===== config.mk =====
export PLATFORM = sky130hd
export DESIGN_NAME = mux8_rr_sched
export DESIGN_NICKNAME = d
export VERILOG_FILES = /design/src/rtl/mux8_rr_sched.sv
export SDC_FILE = /design/constraint.sdc
export NUM_CORES = 1
export LEC_CHECK = 0
export BUFFER_PORTS_ARGS = -buffer_cell sky130_fd_sc_hd__buf_2
export CAP_MARGIN = 15
export CORE_MARGIN = 1
export CORE_UTILIZATION = 52
export CTS_CLUSTER_SIZE = 40
export DETAILED_ROUTE_END_ITERATION = 16
export PLACE_DENSITY = 0.76
export SETUP_SLACK_MARGIN = 0.1
export SLEW_MARGIN = 20
export SYNTH_ARGS = -nofsm -noshare
export SYNTH_HDL_FRONTEND = slang
export SYNTH_SLANG_ARGS = --single-unit

===== constraint.sdc =====
create_clock -name clk -period 3.3 [get_ports clk]
set_input_delay 0.825 -clock clk [delete_from_list [all_inputs] [get_ports clk]]
set_output_delay 0.825 -clock clk [all_outputs]
set_load 0.03 [all_outputs]

===== src/rtl/mux8_rr_sched.sv =====
// Round-robin scheduler driving the select lines of the shared 8:1 mux, with bounded hold and a
// break-before-make gap. Define MUX8_RR_LOCK_EN to add a lock input that suppresses the hold timeout.
module mux8_rr_sched #(
    parameter int unsigned MAX_HOLD   = 4,
    parameter int unsigned GAP_CYCLES = 1
) (
    input  logic       clk,
    input  logic       rst,
    input  logic [7:0] req,
    input  logic       done,
`ifdef MUX8_RR_LOCK_EN
    input  logic       lock,
`endif
    output logic [7:0] gnt,
    output logic [2:0] sel,
    output logic       sel_valid,
    output logic [2:0] last_idx
);

    localparam int unsigned HOLD_W = $clog2(MAX_HOLD + 1);
    localparam int unsigned GAP_W  = (GAP_CYCLES == 0) ? 1 : $clog2(GAP_CYCLES + 1);

    localparam logic [1:0] S_IDLE  = 2'd0;
    localparam logic [1:0] S_GRANT = 2'd1;
    localparam logic [1:0] S_GAP   = 2'd2;

    logic [1:0]        state, state_d;
    logic [HOLD_W-1:0] hold_cnt, hold_d;
    logic [GAP_W-1:0]  gap_cnt, gap_d;
    logic [7:0]        gnt_d;
    logic [2:0]        sel_d;
    logic              valid_d;
    logic [2:0]        last_d;

    logic              pick_found;
    logic [2:0]        pick_idx;
    logic              hold_at_max;
    logic              timeout;
    logic              release_now;

    // Rotating priority search starting just after the most recent owner.
    always_comb begin
        logic [2:0] cand;
        pick_found = 1'b0;
        pick_idx   = 3'd0;
        cand       = 3'd0;
        for (int k = 1; k <= 8; k++) begin
            cand = last_idx + 3'(k);
            if (!pick_found && req[cand]) begin
                pick_found = 1'b1;
                pick_idx   = cand;
            end
        end
    end

    assign hold_at_max = (hold_cnt >= HOLD_W'(MAX_HOLD));

`ifdef MUX8_RR_LOCK_EN
    assign timeout = hold_at_max & ~lock;
`else
    assign timeout = hold_at_max;
`endif

    assign release_now = done | ~req[sel] | timeout;

    // Next-state and next-output logic.
    always_comb begin
        state_d = state;
        hold_d  = hold_cnt;
        gap_d   = gap_cnt;
        gnt_d   = gnt;
        sel_d   = sel;
        valid_d = sel_valid;
        last_d  = last_idx;

        case (state)
            S_IDLE: begin
                if (pick_found) begin
                    gnt_d   = 8'b1 << pick_idx;
                    sel_d   = pick_idx;
                    valid_d = 1'b1;
                    hold_d  = HOLD_W'(1);
                    state_d = S_GRANT;
                end
            end

            S_GRANT: begin
                if (release_now) begin
                    gnt_d   = 8'h00;
                    valid_d = 1'b0;
                    last_d  = sel;
                    hold_d  = '0;
                    if (GAP_CYCLES > 0) begin
                        gap_d   = GAP_W'(1);
                        state_d = S_GAP;
                    end else begin
                        gap_d   = '0;
                        state_d = S_IDLE;
                    end
                end else if (!hold_at_max) begin
                    hold_d = hold_cnt + HOLD_W'(1);
                end
            end

            S_GAP: begin
                if (gap_cnt >= GAP_W'(GAP_CYCLES)) begin
                    gap_d   = '0;
                    state_d = S_IDLE;
                end else begin
                    gap_d = gap_cnt + GAP_W'(1);
                end
            end

            default: begin
                gnt_d   = 8'h00;
                valid_d = 1'b0;
                hold_d  = '0;
                gap_d   = '0;
                state_d = S_IDLE;
            end
        endcase
    end

    // State and output registers; reset wins over any in-flight grant or gap.
    always_ff @(posedge clk) begin
        if (rst) begin
            state     <= S_IDLE;
            hold_cnt  <= '0;
            gap_cnt   <= '0;
            gnt       <= 8'h00;
            sel       <= 3'd0;
            sel_valid <= 1'b0;
            last_idx  <= 3'd7;
        end else begin
            state     <= state_d;
            hold_cnt  <= hold_d;
            gap_cnt   <= gap_d;
            gnt       <= gnt_d;
            sel       <= sel_d;
            sel_valid <= valid_d;
            last_idx  <= last_d;
        end
    end

    // Output invariants: grant is one-hot or zero and always agrees with sel/sel_valid.
    a_gnt_onehot0 : assert property (@(posedge clk) disable iff (rst) $onehot0(gnt));
    a_valid_match : assert property (@(posedge clk) disable iff (rst) sel_valid == (|gnt));
    a_sel_match   : assert property (@(posedge clk) disable iff (rst)
                                     sel_valid |-> (gnt == (8'b1 << sel)));

endmodule


### Word-level counts from Yosys, hierarchy flattened

Index checks and enable logic that the tools add are counted.

* output and inout port bits: 15
* bits in registers: 21

* multiplexer cells: 51
* add/subtract/negate cells: 9
* bitwise logic cells: 5
* $lt $le $gt $ge: 11
* reduce and logical (&&, ||, !) cells: 21
* shift-type cells: 1
* eq/ne operators: 6

Operators by type and width (number)
* $lt 3x4->1 const B: 9
* $mux 3: 11
* $bmux 1 s3: 9
* $pmux 8 s3: 1
* $mux 1: 21
* $mux 8: 2
* $add 3x3->3 const B: 4
* $pmux 3 s3: 1
* $reduce_and 3->1: 3
* $shl 1x3->8 const A: 1
* $logic_and 1x1->1: 7
* $logic_not 1->1: 7
* $add 3x1->3 const B: 2
* $add 3x2->3 const B: 2
* $mux 2: 3
* $ne 2x2->1 const B: 3
* $pmux 1 s3: 2
* $pmux 2 s3: 1
* $reduce_and 2->1: 3
* $ge 3x3->1 const B: 1
* $ne 3x3->1 const B: 1
* $not 1->1: 3
* $eq 2x1->1 const B: 1
* $eq 2x2->1 const B: 1
* 4 further kinds: 5

### Longest topological paths before layout

Gate-level depths: netlist of the first run.

* depth in word-level cells: 28
* gate-level depth with buffers: 13
* gate-level depth less buffers: 10

### Worst setup path before layout of the first run

Ideal clock, no wire load.

* path kind: reg-to-reg
* from: reg last_idx[0]
* to: reg gnt[4]
* arrival time: 3.319 ns
* cell stages (with the launch flop): 13
* setup slack: -0.137 ns
* path buffers: 2
* clock period less this slack: 3.437 ns
* cell sequence: dfxtp_1 -> buf_6 -> buf_2 -> inv_1 -> ha_1 -> mux4_2 -> a211oi_2 -> a22o_2 -> nand4_4 -> nor3_4 -> nor2_2 -> and4b_4 -> a32o_1

* word-level cells in the longest chain between the ends: 28
* elaborated cells between the ends (all ways): 58
* those cells by class: add/sub: 7; eq/ne: 1; shift: 1; mux: 34; reduce/logical: 15

RTL lines
* start, declared: RTL line 17 `output logic [2:0] last_idx`
* start signal, assigned: RTL line 141 `last_idx <= last_d;`
* $add 3x1->3: RTL line 48 `cand = last_idx + 3'(k);`
* $bmux 1 s3: RTL line 49 `if (!pick_found && req[cand]) begin`
* $mux 1 (implied by the code): RTL line 49
* $mux 1: RTL line 49
* $logic_not 1->1: RTL line 49
* $logic_and 1x1->1: RTL line 49
* $mux 1: RTL line 49
* $logic_not 1->1: RTL line 49
* [... 12 more ...]
* $logic_and 1x1->1: RTL line 49
* $mux 1: RTL line 49
* $logic_not 1->1: RTL line 49
* $logic_and 1x1->1: RTL line 49
* $mux 3: RTL line 49
* $shl 1x3->8: RTL line 79 `gnt_d = 8'b1 << pick_idx;`
* $mux 8: RTL line 78 `if (pick_found) begin`
* $pmux 8 s3: RTL line 76 `case (state)`
* end signal, assigned: RTL line 138 `gnt <= gnt_d;`
* end, declared: RTL line 14 `output logic [7:0] gnt,`

Parallel ways exist; a longest one is shown, timed or not. The select of a mux whose other input is x is not followed.
A chain may end at the register's enable or synchronous reset.

### Worst setup path after layout of the first run

Ends and elaborated chain as after synthesis.

==> summary.txt, run 1 <==
Status
  • Status: finished, final reports clean

STA
  • Crit path time final: 2.984 ns
  • Finish-stage setup viols: 0
  • Setup TNS Final: 0 ns
  • Max Fclk: 0.3351 GHz
  • Setup WS post-layout: 0.3160 ns
  • Slew Limit Fails: 0
  • Final Hold Fails: 0
  • RSZ-0062 raised after global routing: false
  • Fin Clk Skew: 0.002228 ns
  • Rel. slew slack: 60.39%
  • Period Utilization, post-route: 90.43%
  • Tightest Pin Transition: 0.5924 ns

Pwr
  • Gate power share: 77.2%
  • Switching Power: 1.270 mW
  • PD cells: 1182 nW/um^2
  • Seq pwr share: 17.7%
  • P_int: 1.161 mW
  • Total power: 2.431 mW
  • Sw Ratio: 52.24%
  • Maximum vdd drop: 674.3 uV
  • Pleak: 0.8598 nW
  • Clk pwr share: 5.1%

Synth
  • Synthesized flop and latch total: 21
  • Synth Warn #: 0
  • Cell count after synthesis: 186
  • Ys flop type: dfxtp_1
  • Number of synthesized flops with an enable pin: 0
  • Sequential share of the synthesized area: 23.33%
  • Synth Area per Inst: 9.687 um^2
  • Syn Nets: 204
  • Post-Syn Area: 1802 um^2
  • Synth unique cells: 52
  • Ys async rst share: 0%

Placement
  • DP HPWL: 3663 um
  • Post-place setup slack: 0.1045 ns
  • Final Wtd Congestion: 0.9556
  • I/O Buffers: 25

Global route
  • GR Util All Layers: 26.70%
  • Grt ovf: 0
  • First-pass GRT wire length: 7203 um
  • Vias in the first global route: 1,506
  • Largest net degree at the start of global routing: 17
  • Initial antenna violation count: 0

CTS
  • Clock buffer count from CTS: 3
  • Root buf cell: clkbuf_4
  • Clk slew on worst S/H paths: 0.12 ns
  • Clock tree sinks: 21
  • H-tree Lvls: 1
  • Clk_lat worst skew: 0.31 ns
  • Hold-fix buffers, CTS: 0
  • Clk buf depth: 2
  • CTS tree: done

Drt
  • Drt total wl: 4676 um
  • DR pass1 iterations: 4
  • Via density: 6.455
  • Vias: 1,704
  • Routed Antenna Nets: 0
  • Starting DRT DRC Count: 218
  • DRC viols: 0
  • Detailed-route wire length per cell: 17.71 um

Worst setup path
  • CP arrival: 3.20 ns
  • Top delay family on crit path: simple AND/OR/NAND/NOR gates
  • CP required: 3.51 ns
  • CP Buf/Inv Count: 1
  • Critical path depth: 10
  • Critical Path End Type: flop
  • CP max stage delay: 0.59 ns
  • Critical-path top delay cell: mux4_2
  • Critical Path Fanout Max: 8
  • Crit Path Class: reg2reg
  • Critical Path Start Type: flop
  • R2R depth: 10
  • Crit path cell chain: inv_1 > ha_1 > mux4_2 > a211oi_2 > a22o_2 > nand4_4 > nor3_4 > nor2_2 > and4b_4 > a32o_1

Run
  • Max-cap violation count: 0

Die
  • Core area: 3337 um^2
  • Floorplan row count: 21
  • Ports: 26
  • Initial core utilization: 53.99%
  • Total die area: 3705 um^2
  • Vert. Die Dim: 60.87 um
  • Chip width: 60.87 um

Layout
  • Most frequent cells in the layout: buf_2 (25), dfxtp_1 (19), inv_1 (16)
  • Most common cell after layout, fill and taps aside: buf_2
  • Filler cells: 299
  • Layout Area Growth over Synthesis: 14.17%
  • ANT cells: 0
  • Nets: 237
  • Share of post-route cells with drive strength above 1: 32.57%

Worst hold path
  • Type of the tightest min-delay check: reg2reg
  • WHS Path Cells: 1
-- power groups by stage --
| stage | Sequential [mW] | Combinational, mW | Clock (mW) |
|---|---|---|---|
| final | 0.429 | 1.88 | 0.125 |
| after CTS | 0.428 | 1.86 | 0.130 |
| after floorplan | 0.531 | 1.30 | 0 |
| after global placement | 0.453 | 1.76 | 0 |
| after detailed placement | 0.461 | 1.82 | 0 |
| after global routing | 0.439 | 2.03 | 0.146 |
-- through the flow --
step / hold WS (ns) / area, um^2 / std cells / util [%]
after global placement: 0.4505 / 2022 / 259 / 60.59
final: 0.4828 / 2057 / 264 / 61.64
after detailed placement: 0.4563 / 2022 / 259 / 60.59
after floorplan: 0.4483 / 1809 / 186 / -
after global routing: 0.5101 / 2057 / 264 / 61.64
after CTS: 0.4869 / 2057 / 264 / 61.64
-- layout make-up --
class | count | area (um^2) | area share (%)
multi-input cells | 140 | 1271 | 61.80
flip-flops and latches | 21 | 425.4 | 20.68
repair buffers | 37 | 215.2 | 10.46
inverters | 16 | 60.06 | 2.920
well taps | 46 | 57.56 | 2.798
clock buffers | 3 | 22.52 | 1.095
clock inverters | 1 | 5.005 | 0.2433
-- logic make-up (layout without fill, tap and decap cells) --
family	Yosys count	after routing	synth area share, %
xor+xnor	3	3	1.875
compound gates	64	64	27.85
mux	28	28	22.99
fa+ha+maj	7	7	4.861
buf+inv	25	57	6.111
flops	21	21	23.33
simple gates	38	38	12.99
-- routing by layer --
layer	vias up	track usage [%]	share of wire, %
met3	2	5.117	5.9
li1	790	-	-
met5	-	0	0
met1	844	35.20	44
met2	68	44.11	50
met4	0	8.442	0.28
-- timing repair --
item | CTS | global route
endpoints found under the setup margin | 2 | 4
resized for setup | 0 | 0
setup buffers | 1 | 0
pin swaps | 1 | 1
-- state kept, by name, indices dropped and copies added (netlist names) --
signal / cells
gnt: 8
hold_cnt: 3
last_idx: 3
sel: 3
state: 2
gap_cnt: 1
sel_valid: 1
-- Yosys cell counts (all sizes together), types with 2 or more instances --
| master | count | share of area [%] |
|---|---|---|
| and2 | 2 | 0.69 |
| a21oi | 16 | 5.1 |
| nor2 | 8 | 1.8 |
| mux2 | 4 | 2.5 |
| inv | 16 | 3.3 |
| o21ai | 9 | 2.5 |
| nor3 | 3 | 1.5 |
| mux2i | 14 | 8.0 |
| a32o | 8 | 4.4 |
| a211oi | 6 | 2.8 |
| dfxtp | 21 | 23 |
| a311o | 3 | 1.7 |
| buf | 6 | 2.2 |
| o21bai | 2 | 0.83 |
| a31oi | 3 | 1.0 |
| xor2 | 2 | 1.4 |
| nand3 | 4 | 1.1 |
| a22o | 2 | 1.0 |
| nand2 | 13 | 2.8 |
| o221ai | 3 | 2.5 |
| clkbuf | 3 | 0.62 |
| nand2b | 2 | 0.69 |
| a311oi | 3 | 1.5 |
| mux4 | 10 | 13 |
| ha | 7 | 4.9 |
-- final timing paths --
path	start	to	slack [ns]
min reg2reg	gnt[6]$_SDFFE_PP0P_	gnt[6]$_SDFFE_PP0P_	0.48
max	last_idx[0]$_SDFFE_PP1P_	gnt[4]$_SDFFE_PP0P_	0.32
min	gnt[6]$_SDFFE_PP0P_	gnt[6]$_SDFFE_PP0P_	0.48
max reg2reg	last_idx[0]$_SDFFE_PP1P_	gnt[4]$_SDFFE_PP0P_	0.32
Note: power is estimated with default switching activity, not from simulation.
==> run 2: changes to the inputs <==
--- a/config.mk
+++ b/config.mk
@@ -8,10 +8,10 @@
 export BUFFER_PORTS_ARGS = -buffer_cell sky130_fd_sc_hd__buf_2
 export CAP_MARGIN = 15
 export CORE_MARGIN = 1
-export CORE_UTILIZATION = 52
+export CORE_UTILIZATION = 50
 export CTS_CLUSTER_SIZE = 40
 export DETAILED_ROUTE_END_ITERATION = 16
-export PLACE_DENSITY = 0.76
+export PLACE_DENSITY = 0.74
 export SETUP_SLACK_MARGIN = 0.1
 export SLEW_MARGIN = 20
 export SYNTH_ARGS = -nofsm -noshare
==> constraint.sdc (replaced) <==
create_clock -name clk -period 3.3 [get_ports clk]
set_input_delay 0.33 -clock clk [delete_from_list [all_inputs] [get_ports clk]]
set_output_delay 0.33 -clock clk [all_outputs]
set_load 0.03 [all_outputs]
==> summary.txt, run 2 (synthesized netlist as in run 1, its figures left out) <==
STA
  • Tightest Pin Transition: 0.6517 ns (+0.05930 ns)
  • RSZ-0062 raised after global routing: false
  • Rel. slew slack: 56.50% (-3.9 points)
  • Setup WS post-layout: 0.2309 ns (-0.08505 ns)
  • Max Fclk: 0.3258 GHz (-2.8%)
  • Crit path time final: 3.069 ns (+0.08505 ns)
  • Period Utilization, post-route: 93.00% (+2.6 points)
  • Fin Clk Skew: 0.006586 ns (+0.004358 ns)
  • Setup TNS Final: 0 ns (unchanged)
  • Slew Limit Fails: 0 (unchanged)
  • Finish-stage setup viols: 0 (unchanged)
  • Final Hold Fails: 0 (unchanged)

Die
  • Chip width: 62.03 um (+1.9%)
  • Initial core utilization: 53.16% (-0.84 points)
  • Vert. Die Dim: 62.03 um (+1.9%)
  • Floorplan row count: 21 (unchanged)
  • Ports: 26 (unchanged)
  • Total die area: 3848 um^2 (+3.9%)
  • Core area: 3390 um^2 (+1.6%)

Placement
  • DP HPWL: 3444 um (-6.0%)
  • Placed Cells: 252 (-2.7%)
  • I/O Buffers: 25 (unchanged)
  • Final Wtd Congestion: 0.9649 (+0.97%)
  • Post-place setup slack: 0.2003 ns (+0.09586 ns)

Worst setup path
  • CP max stage delay: 0.57 ns (-0.02 ns)
  • Critical Path Start Type: flop
  • Critical Path End Type: flop
  • Reg2Reg Setup Slack: 0.23 ns (-0.09 ns)
  • Crit path cell chain: inv_1 > ha_4 > mux4_2 > a211oi_2 > a22o_2 > nand4_4 > nor3_4 > nor2_2 > and4b_4 > a32o_1
  • CP required: 3.53 ns (+0.02 ns)
  • CP arrival: 3.30 ns (+0.10 ns)
  • Critical Path Fanout Max: 8 (unchanged)
  • Crit Path Class: reg2reg
  • Critical-path top delay cell: mux4_2

Pwr
  • Switching Power: 1.293 mW (+1.9%)
  • Clk pwr share: 5.5% (+0.4 points)
  • Pleak: 0.8311 nW (-3.3%)
  • Sw Ratio: 53.25% (+1.0 points)
  • Maximum vdd drop: 576.0 uV (-15%)
  • PD cells: 1187 nW/um^2 (+0.46%)
  • P_int: 1.135 mW (-2.2%)
  • Gate power share: 76.9% (-0.3 points)
  • Seq pwr share: 17.7% (about the same)

Layout
  • Filler cells: 304 (+1.7%)
  • Layout Area Growth over Synthesis: 13.54%
  • Nets: 231 (-2.5%)
  • Most flops, register: gnt
  • Max FFs per register: 8 (unchanged)
  • ANT cells: 0 (unchanged)
  • Most common cell after layout, fill and taps aside: buf_2
  • Final std cells w/o fill: 258 (-2.3%)
  • Most frequent cells in the layout: buf_2 (25), dfxtp_1 (19), inv_1 (16)
  • Area of all sequential standard cells: 425.4 um^2 (unchanged)
  • Footprint of the multi-input gates: 1304 um^2 (+2.6%)
  • Share of post-route cells with drive strength above 1: 32.08% (-0.49 points)

CTS
  • Clk buf depth: 2 (unchanged)
  • Clock tree sinks: 21 (unchanged)
  • Clk slew on worst S/H paths: 0.12 ns (about the same)
  • Hold-fix buffers, CTS: 0 (unchanged)
  • Clock buffer count from CTS: 3 (unchanged)
  • CTS tree: done
  • H-tree Lvls: 1 (unchanged)
  • Root buf cell: clkbuf_4
  • Clk_lat worst skew: 0.32 ns (about the same)

Global route
  • GR Util All Layers: 25.04% (-1.7 points)
  • Grt ovf: 0 (unchanged)
  • First-pass GRT wire length: 7072 um (-1.8%)
  • Vias in the first global route: 1,424 (-5.4%)
  • Largest net degree at the start of global routing: 17 (unchanged)
  • Initial antenna violation count: 0 (unchanged)

Run
  • Max-cap violation count: 0 (unchanged)

Drt
  • DRC viols: 0 (unchanged)
  • Vias: 1,646 (-3.4%)
  • Starting DRT DRC Count: 179 (-18%)
  • Drt total wl: 4592 um (-1.8%)
  • Via density: 6.380 (-1.2%)
  • Detailed-route wire length per cell: 17.80 um (+0.49%)
  • Routed Antenna Nets: 0 (unchanged)
  • DR pass1 iterations: 4 (unchanged)

Status
  • Status: finished, final reports clean

Worst hold path
  • Type of the tightest min-delay check: in2reg
-- run 2: cell count changes in the layout (fill, tap and decap cells not counted), sizes merged --
cell / previous run / this run
buf: 37 / 31
clkinv: 1 / 0
inv: 16 / 17
-- run 2: worst paths after layout --
check                                start                        to  cells past startpoint
setup reg to reg  last_idx[1]$_SDFFE_PP1P_       gnt[5]$_SDFFE_PP0P_                     10
hold / removal                         rst  hold_cnt[2]$_SDFFE_PP0P_                      2
setup / recovery  last_idx[1]$_SDFFE_PP1P_       gnt[5]$_SDFFE_PP0P_                     10
hold reg to reg        gnt[7]$_SDFFE_PP0P_       gnt[7]$_SDFFE_PP0P_                      1
-- run 2: worst max-delay path: cells and delay by family, from the launching register on --
family,cells,cell delay (ns)
flip-flops,1,0.34
multiplexers,1,0.57
adder cells (fa/ha/maj),1,0.34
AO/OA/AOI/OAI,3,0.74
buffers and inverters,1,0.12
AND/OR/NAND/NOR,4,0.86
-- run 2: layer usage --
layer  up-vias  part of all wire [%]  global-route usage (%)
met3        16                   4.0                   2.692
met5         -                     0                       0
met1       793                    44                   33.59
met2        57                    49                   41.03
li1        780                     -                       -
met4         0                   3.2                   10.16
-- run 2: power groups by stage --
stage	logic, mW	clock network, mW	registers [mW]
2_1_floorplan	1.30	0	0.531
3_3_place_gp	1.71	0	0.423
3_5_place_dp	1.76	0	0.430
4_1_cts	1.77	0.135	0.424
5_1_grt	2.01	0.143	0.440
6_report	1.87	0.133	0.429
-- run 2: cell type report --
| class | count | area share, % |
|---|---|---|
| clock buffers | 3 | 1.101 |
| clock inverters | 1 | 0.3058 |
| inverters | 16 | 2.936 |
| multi-input cells | 140 | 63.73 |
| flip-flops and latches | 21 | 20.80 |
| well taps | 46 | 2.813 |
| repair buffers | 31 | 8.318 |
-- run 2: stage by stage --
step / area, um^2 / hold slack [ns] / total power [mW] / util (%)
floorplan: 1809 / 0.4355 / 1.828 / -
global placement: 1969 / 0.4484 / 2.138 / 58.10
detailed placement: 1969 / 0.4556 / 2.186 / 58.10
CTS: 1998 / 0.3779 / 2.326 / 58.95
global route: 2046 / 0.3867 / 2.597 / 60.35
finish: 2046 / 0.3763 / 2.429 / 60.35
-- run 2: what timing repair did --
action                                  CTS  global route
setup buffers                             0             2
resized for setup                         0             5
endpoints found under the setup margin    0            10
==> run 3: changes to the inputs <==
--- a/config.mk
+++ b/config.mk
@@ -5,13 +5,13 @@
 export SDC_FILE = /design/constraint.sdc
 export NUM_CORES = 1
 export LEC_CHECK = 0
-export BUFFER_PORTS_ARGS = -buffer_cell sky130_fd_sc_hd__buf_2
 export CAP_MARGIN = 15
 export CORE_MARGIN = 1
-export CORE_UTILIZATION = 50
+export CORE_UTILIZATION = 40
 export CTS_CLUSTER_SIZE = 40
 export DETAILED_ROUTE_END_ITERATION = 16
-export PLACE_DENSITY = 0.74
+export DONT_BUFFER_PORTS = 1
+export REMOVE_ABC_BUFFERS = 1
 export SETUP_SLACK_MARGIN = 0.1
 export SLEW_MARGIN = 20
 export SYNTH_ARGS = -nofsm -noshare
==> summary.txt, run 3 (synthesized netlist as in run 1, its figures left out) <==
Drt
  • Vias: 1,558 (-5.3%)
  • Via density: 6.359 (-0.32%)
  • Drt total wl: 4618 um (+0.57%)
  • DRC viols: 0 (unchanged)
  • DR pass1 iterations: 4 (unchanged)
  • Starting DRT DRC Count: 115 (-36%)
  • Detailed-route wire length per cell: 18.85 um (+5.9%)
  • Routed Antenna Nets: 0 (unchanged)

Worst setup path
  • Critical Path Start Type: flop
  • CP required: 3.46 ns (-0.07 ns)
  • Critical Path Fanout Max: 11 (+3)
  • Critical Path End Type: flop
  • FF-to-FF Start: last_idx[1]$_SDFFE_PP1P_
  • CP arrival: 3.15 ns (-0.15 ns)
  • Crit. Startpoint: last_idx[1]$_SDFFE_PP1P_
  • Crit Path Class: reg2reg
  • R2R depth: 11 (+1)
  • R2r endpoint: gnt[7]$_SDFFE_PP0P_
  • Reg2Reg Setup Slack: 0.31 ns (+0.08 ns)
  • Worst setup path endpoint: gnt[7]$_SDFFE_PP0P_

Global route
  • GR Util met1: 25.69% (-7.9 points)
  • Initial antenna violation count: 0 (unchanged)
  • Grt ovf: 0 (unchanged)
  • GR Util All Layers: 19.67% (-5.4 points)
  • Largest net degree at the start of global routing: 17 (unchanged)
  • Grt met2 use: 32.36% (-8.7 points)
  • M3 GR Usage: 4.971% (+2.3 points)
  • Vias in the first global route: 1,539 (+8.1%)
  • Global route hottest layer: met2
  • First-pass GRT wire length: 7714 um (+9.1%)

CTS
  • CTS tree: done
  • Root buf cell: clkbuf_8
  • Clk slew on worst S/H paths: 0.08 ns (-0.04 ns)
  • H-tree Lvls: 1 (unchanged)
  • Clk buf depth: 2 (unchanged)
  • Clock buffer count from CTS: 3 (unchanged)
  • Clock tree sinks: 21 (unchanged)
  • Clk_lat worst skew: 0.27 ns (-0.05 ns)

Die
  • Core area: 4354 um^2 (+28%)
  • Total die area: 4777 um^2 (+24%)
  • Chip width: 69.12 um (+11%)
  • Vert. Die Dim: 69.12 um (+11%)
  • Initial core utilization: 41.38% (-12 points)
  • Floorplan row count: 24 (+14%)
  • Ports: 26 (unchanged)

STA
  • Fin Clk Skew: 0.009173 ns (+0.002587 ns)
  • Period Utilization, post-route: 90.73% (-2.3 points)
  • Max Fclk: 0.3340 GHz (+2.5%)
  • RSZ-0062 raised after global routing: false
  • Setup TNS Final: 0 ns (unchanged)
  • Crit path time final: 2.994 ns (-0.07501 ns)
  • Rel. slew slack: 61.20% (+4.7 points)
  • Slew Limit Fails: 0 (unchanged)
  • Finish-stage setup viols: 0 (unchanged)
  • Final Hold Fails: 0 (unchanged)
  • Tightest Pin Transition: 0.5802 ns (-0.07143 ns)

Layout
  • Nets: 212 (-8.2%)
  • Most frequent cells in the layout: dfxtp_1 (21), inv_1 (16), a21oi_1 (15)
  • Filler cells: 431 (+42%)
  • Layout Area Growth over Synthesis: 9.444%
  • Most flops, register: gnt
  • Max FFs per register: 8 (unchanged)
  • Most common cell after layout, fill and taps aside: dfxtp_1
  • Final instance area: 1972 um^2 (-3.6%)
  • ANT cells: 0 (unchanged)
  • Share of post-route cells with drive strength above 1: 24.87% (-7.2 points)
  • Final std cells w/o fill: 245 (-5.0%)

Placement
  • Final Wtd Congestion: 0.8830 (-8.5%)
  • I/O Buffers: 0 (-100%)
  • Placed Cells: 240 (-4.8%)
  • Post-DP Area: 1899 um^2 (-3.6%)
  • DP HPWL: 3561 um (+3.4%)

Worst hold path
  • Hold Crit Start: rst
  • Type of the tightest min-delay check: in2reg

Pwr
  • Maximum vdd drop: 456.8 uV (-21%)
  • Total power: 2.424 mW (-0.18%)
  • Pleak: 0.7589 nW (-8.7%)
  • PD cells: 1229 nW/um^2 (+3.6%)

Status
  • Status: finished, final reports clean

Run
  • Max-cap violation count: 0 (unchanged)
==> run 3: repair_timing <==
| action | CTS | global route |
|---|---|---|
| endpoints found under the setup margin | 0 | 9 |
| buffers inserted | 0 | 1 |
| hold buffers | 0 | 0 |
| gates resized for setup | 0 | 4 |
| endpoints found under the hold margin | 0 | 0 |
==> run 3: per-layer routing <==
layer  up-vias  wire [um]
met1       763       2024
met3         8        298
met4         0         56
met2        50       2239
li1        737          -
met5         -          0
==> run 3: area by class of cell <==
| class | instances | area [um^2] | share of cell area, % |
|---|---|---|---|
| Inverter | 16 | 60.06 | 3.046 |
| Multi-Input combinational cell | 140 | 1290 | 65.42 |
| Tap cell | 52 | 65.06 | 3.299 |
| Timing Repair Buffer | 12 | 90.09 | 4.569 |
| Sequential cell | 21 | 420.4 | 21.32 |
| Clock buffer | 3 | 41.29 | 2.094 |
| Clock inverter | 1 | 5.005 | 0.2538 |
==> run 3: worst min-delay path by stage <==
stage / depth (start not counted) / to
global placement: 1 / hold_cnt[1]$_SDFFE_PP0P_
finish: 1 / hold_cnt[1]$_SDFFE_PP0P_
detailed placement: 1 / hold_cnt[0]$_SDFFE_PP0P_
floorplan: 1 / gap_cnt$_SDFFE_PP0P_
global route: 1 / hold_cnt[0]$_SDFFE_PP0P_
CTS: 1 / hold_cnt[0]$_SDFFE_PP0P_
==> run 3: report_power, final <==
group | switching (mW) | internal (mW)
sequential | 0.167 | 0.339
clock | 0.0886 | 0.0843
combinational | 1.01 | 0.734
total | 1.27 | 1.16
==> run 3: critical path, stage by stage (launching register included) <==
cell	delay, ns
dfxtp_1	0.34
inv_1	0.06
ha_1	0.31
buf_4	0.22
mux2i_1	0.31
mux2i_1	0.18
o221ai_2	0.34
nand4_4	0.21
nor3_4	0.33
nor2_2	0.13
and4b_4	0.24
a32o_1	0.21
==> run 3: through the flow <==
stage               setup slack, ns  hold slack, ns  utilization, %
floorplan                   -0.5078          0.3991               -
CTS                          0.2815          0.1144           44.68
global route                 0.1220          0.1050           45.29
detailed placement           0.3250          0.4050           43.62
global placement             0.3761          0.4041           43.62
finish                       0.3059          0.1207           45.29
